## src/rtl/lpc_pkg.sv

```systemverilog
// Shared definitions for the LPC I/O-cycle target: state encoding, bus
// nibble constants and the register-window decode helper.
package lpc_pkg;

    typedef enum logic [3:0] {
        ST_IDLE,
        ST_CTDIR,
        ST_ADDR0,
        ST_ADDR1,
        ST_ADDR2,
        ST_ADDR3,
        ST_WD0,
        ST_WD1,
        ST_HTAR0,
        ST_HTAR1,
        ST_SYNC,
        ST_RD0,
        ST_RD1,
        ST_PTAR0,
        ST_PTAR1,
        ST_IGNORE
    } lpcState_t;

    localparam logic [3:0] CT_IO_RD   = 4'b0000;
    localparam logic [3:0] CT_IO_WR   = 4'b0010;
    localparam logic [3:0] SYNC_READY = 4'h0;
    localparam logic [3:0] SYNC_SWAIT = 4'h5;
    localparam logic [3:0] LAD_IDLE   = 4'hF;

    // True when addr falls in the window starting at base; mask keeps the
    // bits above the register offset.
    function automatic logic window_hit(input logic [15:0] addr,
                                        input logic [15:0] base,
                                        input logic [15:0] mask);
        return ((addr ^ base) & mask) == 16'h0000;
    endfunction

endpackage

```

## src/rtl/lpc_sync_gen.sv

```systemverilog
// SYNC wait counter: reads get RD_WAIT short-wait nibbles before ready,
// writes go straight to ready.
module lpc_sync_gen
    import lpc_pkg::*;
#(
    parameter int RD_WAIT = 1
) (
    input  logic       clk,
    input  logic       srst,
    input  logic       load,
    input  logic       isRead,
    input  logic       inSync,
    output logic [3:0] syncNibble,
    output logic       waitDone
);

    logic [3:0] waitCnt;

    // Load the wait budget on the way into SYNC, then count down to zero without wrapping
    always_ff @(posedge clk) begin
        if (srst) begin
            waitCnt <= 4'h0;
        end else if (load) begin
            waitCnt <= isRead ? 4'(RD_WAIT) : 4'h0;
        end else if (inSync && (waitCnt != 4'h0)) begin
            waitCnt <= waitCnt - 4'h1;
        end
    end

    assign waitDone   = (waitCnt == 4'h0);
    assign syncNibble = waitDone ? SYNC_READY : SYNC_SWAIT;

endmodule

```

## src/rtl/lpc_io_target.sv

```systemverilog
// LPC I/O-cycle target: decodes host I/O reads/writes to a byte register
// window plus a write-only POST snoop address, and drives SYNC/data back.
module lpc_io_target
    import lpc_pkg::*;
#(
    parameter logic [15:0] BASE_ADDR  = 16'h0800,
    parameter int          NUM_REGS   = 32,
    parameter int          AW         = $clog2(NUM_REGS),
    parameter logic [15:0] SNOOP_ADDR = 16'h0080,
    parameter int          RD_WAIT    = 1
) (
    input  logic          LpcClock,
    input  logic          PciReset,
    input  logic          LpcFrame,
    input  logic [3:0]    LpcAdIn,
    output logic [3:0]    LpcAdOut,
    output logic          LpcAdOe,
    output logic          RegWr,
    output logic          RegRd,
    output logic [AW-1:0] RegAddr,
    output logic [7:0]    RegWrData,
    input  logic [7:0]    RegRdData,
    output logic [7:0]    PostData,
    output logic          PostValid
);

    localparam logic [15:0] WIN_MASK = ~16'(NUM_REGS - 1);

    lpcState_t   state;
    logic        isWrite;
    logic        hitWin;
    logic [11:0] addrShift;
    logic [3:0]  dataLo;
    logic [7:0]  rdData;
    logic [15:0] fullAddr;
    logic        ioCycle;
    logic [3:0]  syncNibble;
    logic        waitDone;

    // Address is complete once the last nibble arrives in ADDR3
    assign fullAddr = {addrShift, LpcAdIn};
    assign ioCycle  = (LpcAdIn & 4'b1100) == (CT_IO_RD & 4'b1100);

    lpc_sync_gen #(
        .RD_WAIT(RD_WAIT)
    ) syncGen (
        .clk       (LpcClock),
        .srst      (PciReset),
        .load      ((state == ST_HTAR1) && LpcFrame),
        .isRead    (!isWrite),
        .inSync    (state == ST_SYNC),
        .syncNibble(syncNibble),
        .waitDone  (waitDone)
    );

    // Cycle FSM; a low LFRAME# overrides every state so aborts and restarts need no special path
    always_ff @(posedge LpcClock) begin
        if (PciReset) begin
            state     <= ST_IDLE;
            isWrite   <= 1'b0;
            hitWin    <= 1'b0;
            addrShift <= 12'h000;
            dataLo    <= 4'h0;
            rdData    <= 8'h00;
            RegWr     <= 1'b0;
            RegRd     <= 1'b0;
            RegAddr   <= '0;
            RegWrData <= 8'h00;
            PostData  <= 8'h00;
            PostValid <= 1'b0;
        end else begin
            RegWr     <= 1'b0;
            RegRd     <= 1'b0;
            PostValid <= 1'b0;
            if (!LpcFrame) begin
                state <= (LpcAdIn == 4'h0) ? ST_CTDIR : ST_IDLE;
            end else begin
                case (state)
                    ST_CTDIR: begin
                        if (ioCycle) begin
                            isWrite <= (LpcAdIn & 4'b0010) == CT_IO_WR;
                            state   <= ST_ADDR0;
                        end else begin
                            state <= ST_IGNORE;
                        end
                    end
                    ST_ADDR0: begin
                        addrShift <= {addrShift[7:0], LpcAdIn};
                        state     <= ST_ADDR1;
                    end
                    ST_ADDR1: begin
                        addrShift <= {addrShift[7:0], LpcAdIn};
                        state     <= ST_ADDR2;
                    end
                    ST_ADDR2: begin
                        addrShift <= {addrShift[7:0], LpcAdIn};
                        state     <= ST_ADDR3;
                    end
                    ST_ADDR3: begin
                        // Window wins over the snoop address; reads of the snoop address are not claimed
                        if (window_hit(fullAddr, BASE_ADDR, WIN_MASK)) begin
                            hitWin  <= 1'b1;
                            RegAddr <= fullAddr[AW-1:0];
                            state   <= isWrite ? ST_WD0 : ST_HTAR0;
                        end else if (isWrite && (fullAddr == SNOOP_ADDR)) begin
                            hitWin <= 1'b0;
                            state  <= ST_WD0;
                        end else begin
                            state <= ST_IGNORE;
                        end
                    end
                    ST_WD0: begin
                        dataLo <= LpcAdIn;
                        state  <= ST_WD1;
                    end
                    ST_WD1: begin
                        if (hitWin) begin
                            RegWr     <= 1'b1;
                            RegWrData <= {LpcAdIn, dataLo};
                        end else begin
                            PostValid <= 1'b1;
                            PostData  <= {LpcAdIn, dataLo};
                        end
                        state <= ST_HTAR0;
                    end
                    ST_HTAR0: begin
                        RegRd <= !isWrite;
                        state <= ST_HTAR1;
                    end
                    ST_HTAR1: state <= ST_SYNC;
                    ST_SYNC: begin
                        if (waitDone) begin
                            if (isWrite) begin
                                state <= ST_PTAR0;
                            end else begin
                                rdData <= RegRdData;
                                state  <= ST_RD0;
                            end
                        end
                    end
                    ST_RD0:   state <= ST_RD1;
                    ST_RD1:   state <= ST_PTAR0;
                    ST_PTAR0: state <= ST_PTAR1;
                    ST_PTAR1: state <= ST_IDLE;
                    default:  state <= state;
                endcase
            end
        end
    end

    // LAD drive is a pure function of state so an abort releases the bus on the next cycle
    always_comb begin
        LpcAdOut = LAD_IDLE;
        LpcAdOe  = 1'b0;
        case (state)
            ST_SYNC: begin
                LpcAdOut = syncNibble;
                LpcAdOe  = 1'b1;
            end
            ST_RD0: begin
                LpcAdOut = rdData[3:0];
                LpcAdOe  = 1'b1;
            end
            ST_RD1: begin
                LpcAdOut = rdData[7:4];
                LpcAdOe  = 1'b1;
            end
            ST_PTAR0: begin
                LpcAdOut = LAD_IDLE;
                LpcAdOe  = 1'b1;
            end
            default: begin
                LpcAdOut = LAD_IDLE;
                LpcAdOe  = 1'b0;
            end
        endcase
    end

endmodule

```

## config.mk

```make
export PLATFORM = sky130hd
export DESIGN_NAME = lpc_io_target
export DESIGN_NICKNAME = d
export VERILOG_FILES = /design/src/rtl/lpc_pkg.sv /design/src/rtl/lpc_sync_gen.sv /design/src/rtl/lpc_io_target.sv
export SDC_FILE = /design/constraint.sdc
export NUM_CORES = 1
export LEC_CHECK = 0
export ABC_AREA = 1
export CAP_MARGIN = 30
export CELL_PAD_IN_SITES_DETAIL_PLACEMENT = 0
export CELL_PAD_IN_SITES_GLOBAL_PLACEMENT = 1
export CORE_MARGIN = 2
export CORE_UTILIZATION = 40
export CTS_CLUSTER_SIZE = 25
export DETAILED_ROUTE_END_ITERATION = 6
export PLACE_DENSITY_LB_ADDON = 0.15
export SLEW_MARGIN = 20
export SYNTH_ARGS = -nofsm -noshare
export SYNTH_HDL_FRONTEND = slang
export SYNTH_SLANG_ARGS = --single-unit
```

## constraint.sdc

```tcl
create_clock -name LpcClock -period 3 [get_ports LpcClock]
set_clock_uncertainty 0.2 [all_clocks]
set_input_delay 0.3 -clock LpcClock [delete_from_list [all_inputs] [get_ports LpcClock]]
set_output_delay 0.3 -clock LpcClock [all_outputs]
set_load 0.01 [all_outputs]
```

Word level (Yosys, flattened, before mapping)
Cells that the tools add are included.
Word-level totals
  memories kept: 0
  memory bits (writable): 0
  output and inout bits: 29
  latch bits: 0
  bits in read-only memories: 0
  register bits after elaboration: 58
  word-level logic and storage cells: 80
Cells by class
  div/mod/pow operators: 0
  $lt $le $gt $ge: 0
  add/subtract/negate cells: 1
  $mul: 0
  equality and inequality tests: 17
  reductions and logical operators: 24
  bitwise logic cells: 6
  shift-type cells: 0
  multiplexer cells: 19
Operators by type and width (count)
  $pmux W4 S14: 1
  $mux W4: 8
  $eq A4 B4 Y1 const B: 7
  $eq A16 B8 Y1 const B: 1
  $eq A4 B3 Y1 const B: 4
  $logic_not A16 Y1: 1
  $ne A15 B1 Y1 const B: 1
  $reduce_and A3 Y1: 5
  $logic_not A4 Y1: 3
  $pmux W4 S3: 1
  $reduce_or A3 Y1: 3
  $eq A4 B2 Y1 const B: 2
  $mux W1: 7
  $mux W3: 2
  $not A1 Y1: 6
  $reduce_and A2 Y1: 3
  $eq A4 B1 Y1 const B: 1
  $reduce_and A4 Y1: 1
  $reduce_bool A2 Y1: 2
  $reduce_bool A4 Y1: 1
  $reduce_or A4 Y1: 1
  $sub A4 B1 Y4 const B: 1
  $logic_and A1 B1 Y1: 3
  $ne A3 B3 Y1 const B: 1
  $logic_not A1 Y1: 1

Logic depth before layout (Yosys ltp)
  depth in word-level cells: 6
  depth in mapped cells: 12
  gate-level depth less buffers: 12

Cells and area by module
From an unflattened synthesis, not the netlist that was laid out.
Second synthesis, totals
  cells, all modules: 393
  area, all modules: 2862.7 sq um
By module, submodules not included
  lpc_io_target: instances 1, cells each 350, seq. area each 1081.0 sq um, area an instance 2570.0 sq um
  lpc_sync_gen: instances 1, cells each 43, seq. area each 80.1 sq um, area an instance 292.8 sq um

Worst setup path before layout
Ideal clock, no wire load.
  kind: register -> output
  start: register syncGen.waitCnt[0]
  end: output port LpcAdOut[0]
  cell stages (with the launch flop): 7
  data arrival time: 1173 ps
  data required time: 2500 ps
  setup slack: 1327 ps
  path buffers: 0
  path through: dfxtp_1 inv_1 ha_1 nand3_1 nand3_2 nand2_1 a221o_1
Between the ends
  word-level cells in the longest chain between the ends: 3
Ends and longest elaborated chain
  start: declaration: RTL line lpc_sync_gen.sv:17  | logic [3:0] waitCnt;
  start signal: assignment: RTL line lpc_sync_gen.sv:24  | waitCnt <= isRead ? 4'(RD_WAIT) : 4'h0;
  start signal: assignment: RTL line lpc_sync_gen.sv:26  | waitCnt <= waitCnt - 4'h1;
  $logic_not A4 Y1: RTL line lpc_sync_gen.sv:30  | assign waitDone = (waitCnt == 4'h0);
  $mux W3: RTL line lpc_sync_gen.sv:31  | assign syncNibble = waitDone ? SYNC_READY : SYNC_SWAIT;
  $pmux W4 S3: RTL line lpc_io_target.sv:155  | case (state)
  end: declaration: RTL line lpc_io_target.sv:16  | output logic [3:0] LpcAdOut,
Every way passes these cells.

Worst setup path after layout
  start: register state[1]
  end: output port LpcAdOut[2]
Between the ends
  word-level cells in the longest chain between the ends: 2
Ends and longest elaborated chain
  start: declaration: RTL line lpc_io_target.sv:29  | lpcState_t state;
  start signal: assignment: RTL line lpc_io_target.sv:76  | state <= (LpcAdIn == 4'h0) ? ST_CTDIR : ST_IDLE;
  start signal: assignment: RTL line lpc_io_target.sv:104  | state <= isWrite ? ST_WD0 : ST_HTAR0;
  start signal: assignment: RTL line lpc_io_target.sv:145  | default: state <= state;
  $eq A4 B4 Y1: RTL line lpc_io_target.sv:155
  $pmux W4 S3 *: RTL line lpc_io_target.sv:155
Every way passes the cells marked *; elsewhere a longest branch is shown, timed or not.

==> impl_results.md <==
* Cell area after layout at 3200 um^2
* Setup crit start kind: register
* Worst r2r src: state[2]
* Int Pwr at around 1.2 mW
* F_max at 375 MHz
* Crit path kind: register to output pin
* Clk sink count at between 50 and 60
* Initial Utilization at about two fifths
* Crit Path Max Fanout at 7
* XOR/XNOR Fraction of Synth Area at 0%
* DR WL met2 at 2740 um
* Seq/Total Area, Yosys at between 40% and 50%
* Relative slew slack at 64.2%
* Max VDD drop at 0.000341 V
* Die width at 83.7 um
* Most frequent cells in the layout: dfxtp_1 (58), o21ai_0 (50), a21oi_1 (49)
* CTS tree: yes
* Number of buffers created by CTS at 9
* Root Driver: clkbuf_8
* DP HPWL at 4300 um
* Req. time, crit path at 2.50 ns
* Cell area after synthesis at 2540 um^2
* Clock Latency Late Sink at 0.34 ns
* Syn Inst Count at ~350
* #FFs+latches synth at 58
* RSZ-0062 raised after global routing: no
* Status: finished, final reports clean
* Maxcap violations at 0
* Hold path depth at 2
* Reg-to-Reg End: addrShift[8]
* Clk pwr share at 37.9%
* GRT overflow at 0
* Max H-tree Level at 3
* First-iteration detailed-routing DRC count at 105
* Final #Nets at a little over 400
* PortBufs at between 40 and 50
* Synth Area in Compound Gates at 22.9%
* Die height at 83.7 um
* Synth warn at 0
* Comb pwr share at 14.4%
* Final Worst Setup Slack at 0.336 ns
* CP cell instances: inv_1 -> nand2_1 -> o22ai_1 -> nand2_1 -> a221o_1 -> clkdlybuf4s50_1
* Pwr Total at 1.73 mW
* Vias at 2336
* R2R cell count at 8
* Slowest-stage cell, CP: clkdlybuf4s50_1
* Switch share at approximately 30%
* Fin cells at 473
* CP Data Arrival Time at around 2.2 ns
* Rows at 29
* Simple-gate area share of the yosys netlist at 20.2%
* Hold Crit Start: RegWrData[2]
* PD cells at approximately 540 nW/um^2
* Main combinational cell family by area after synthesis: compound AO/OA/AOI/OAI gates
* Area delta synth->final at 25.9%
* Final worst path period share at 88.8%
* GR Util All Layers at 18.5%
* Worst Hold Class: register to register
* Avg Inst Size Synth at between 7 and 8 um^2
* I/O Pins at 44
* Critical Path Sink Type: output pin
* Routed length on met1 at 3100 um
* Most used cell, CP: nand2_1
* Post-DR wirelength/cell at about 13 um
* Crit path from: state[1]
* Largest net degree at the start of global routing at 26
* Residual DRC at 0
* Synth Area in Adders at 0.493%
* Reg2reg setup slack at roughly 0.95 ns
* Final Hold Fails at 0
* Hold buffers post-CTS at 0
* Worst-Margin Slew at 0.534 ns
* Switch Pwr at 521 uW
* Most common cell after layout, fill and taps aside: dfxtp_1
* Endpoint, Worst Hold: RegWrData[2]
* Post-CTS sizing at 0
* Max Transition Viols Final at 0
* Share of cells above drive strength 1 at 9.09%
* Netlist cell types at 33
* DRT antenna net count at 0
* Vias in the first global route at between 2000 and 2500
* DP Worst Slack at 0.623 ns
* Die area at between 7000 and 8000 um^2
* Placed Instances at 457
* Clock transition at path regs at approximately 0.07 ns
* Share of power burned in registers at 47.7%
* Vias per cell at just under 5
* P_leak at approximately 1.3 nW
* First-pass GRT wire length at 10300 um
* Final Setup Violations at 0
* GP Congestion at 0.903
* Routed wire length on met3 at 260 um
* Dpl cell area at 3020 um^2
* Post-CTS setup buffer count at 0
* Post-synthesis mux area share at 0%
* Diodes inserted at 0
* Core area at 6240 um^2
* Clock buffer depth at 2
* CP max stage delay at approximately 0.48 ns
* Shortest period the worst path allows at 2.66 ns
* Drt pass-1 iters at 4
* Final setup TNS at 0 ns
* Initial antenna violation count at 0
* Net Count, Synth at 362
* DR top layer: met4
* Final WL at approximately 6200 um
critical path, delay by kind of cell (launching register included):
kind            cells  cell delay [ns]
buf+inv             2             0.69
flops               1             0.35
simple gates        2             0.28
compound gates      2             0.50
worst max path at each step:
stage                  endpoint  slack, ns
floorplan           LpcAdOut[0]       1.33
global placement     RegAddr[4]       0.71
detailed placement   RegAddr[2]       0.62
CTS                 LpcAdOut[2]       0.33
global route        LpcAdOut[2]       0.13
finish              LpcAdOut[2]       0.34
power by group through the flow:
stage,Combinational [mW],Clock (mW),Sequential (mW)
finish,0.249,0.655,0.823
global route,0.282,0.708,0.826
CTS,0.248,0.676,0.823
detailed placement,0.247,0,0.840
global placement,0.250,0,0.840
floorplan,0.179,0,0.834
Yosys cell counts, drive strengths merged:
library cell,n,area share [%]
a21oi,50,10
nor2,37,6.2
nand2,44,6.8
inv,53,7.8
dfxtp,58,46
and2,1,0.34
ha,1,0.49
o211ai,1,0.30
a31oi,1,0.25
nand3,20,4.3
buf,6,1.8
a221o,2,0.79
clkinv,1,0.15
o22ai,2,0.49
nand4,2,0.49
nor4,1,0.25
o21bai,1,0.30
clkbuf,6,0.94
o21ai,53,10
nor3,6,1.8
through the flow:
step | hold WS [ns] | utilization, %
after floorplan | 0.228 | -
after global placement | 0.231 | 48.4
after detailed placement | 0.235 | 48.4
after CTS | 0.251 | 51.2
after global routing | 0.264 | 51.2
final | 0.249 | 51.2
layer usage:
metal | global-route usage [%] | vias up
met2 | 28.8 | 52
met4 | 7.04 | 0
met5 | 0 | -
met1 | 24.4 | 1048
met3 | 4.95 | 11
li1 | - | 1225
registers in the layout, indices dropped and copies added, names as in the netlist:
name             flops
rdData               8
PostData             8
state                4
PostValid            1
syncGen.waitCnt      4
RegWr                1
dataLo               4
RegRd                1
addrShift           12
RegAddr              5
hitWin               1
RegWrData            8
isWrite              1
logic make-up after synthesis:
| family | after synthesis |
|---|---|
| flip-flops | 58 |
| AO/OA/AOI/OAI | 110 |
| AND/OR/NAND/NOR | 111 |
| adder cells (fa/ha/maj) | 1 |
| buffers and inverters | 66 |
layout make-up:
type | count | area (um^2)
multi-input combinational | 222 | 1110
timing repair buffer | 46 | 453
sequential | 58 | 1160
fill | 634 | 3040
clock inverter | 6 | 41.3
tap | 77 | 96.3
clock buffer | 10 | 138
inverter | 54 | 203
Note: power is estimated with default switching activity, not from simulation.
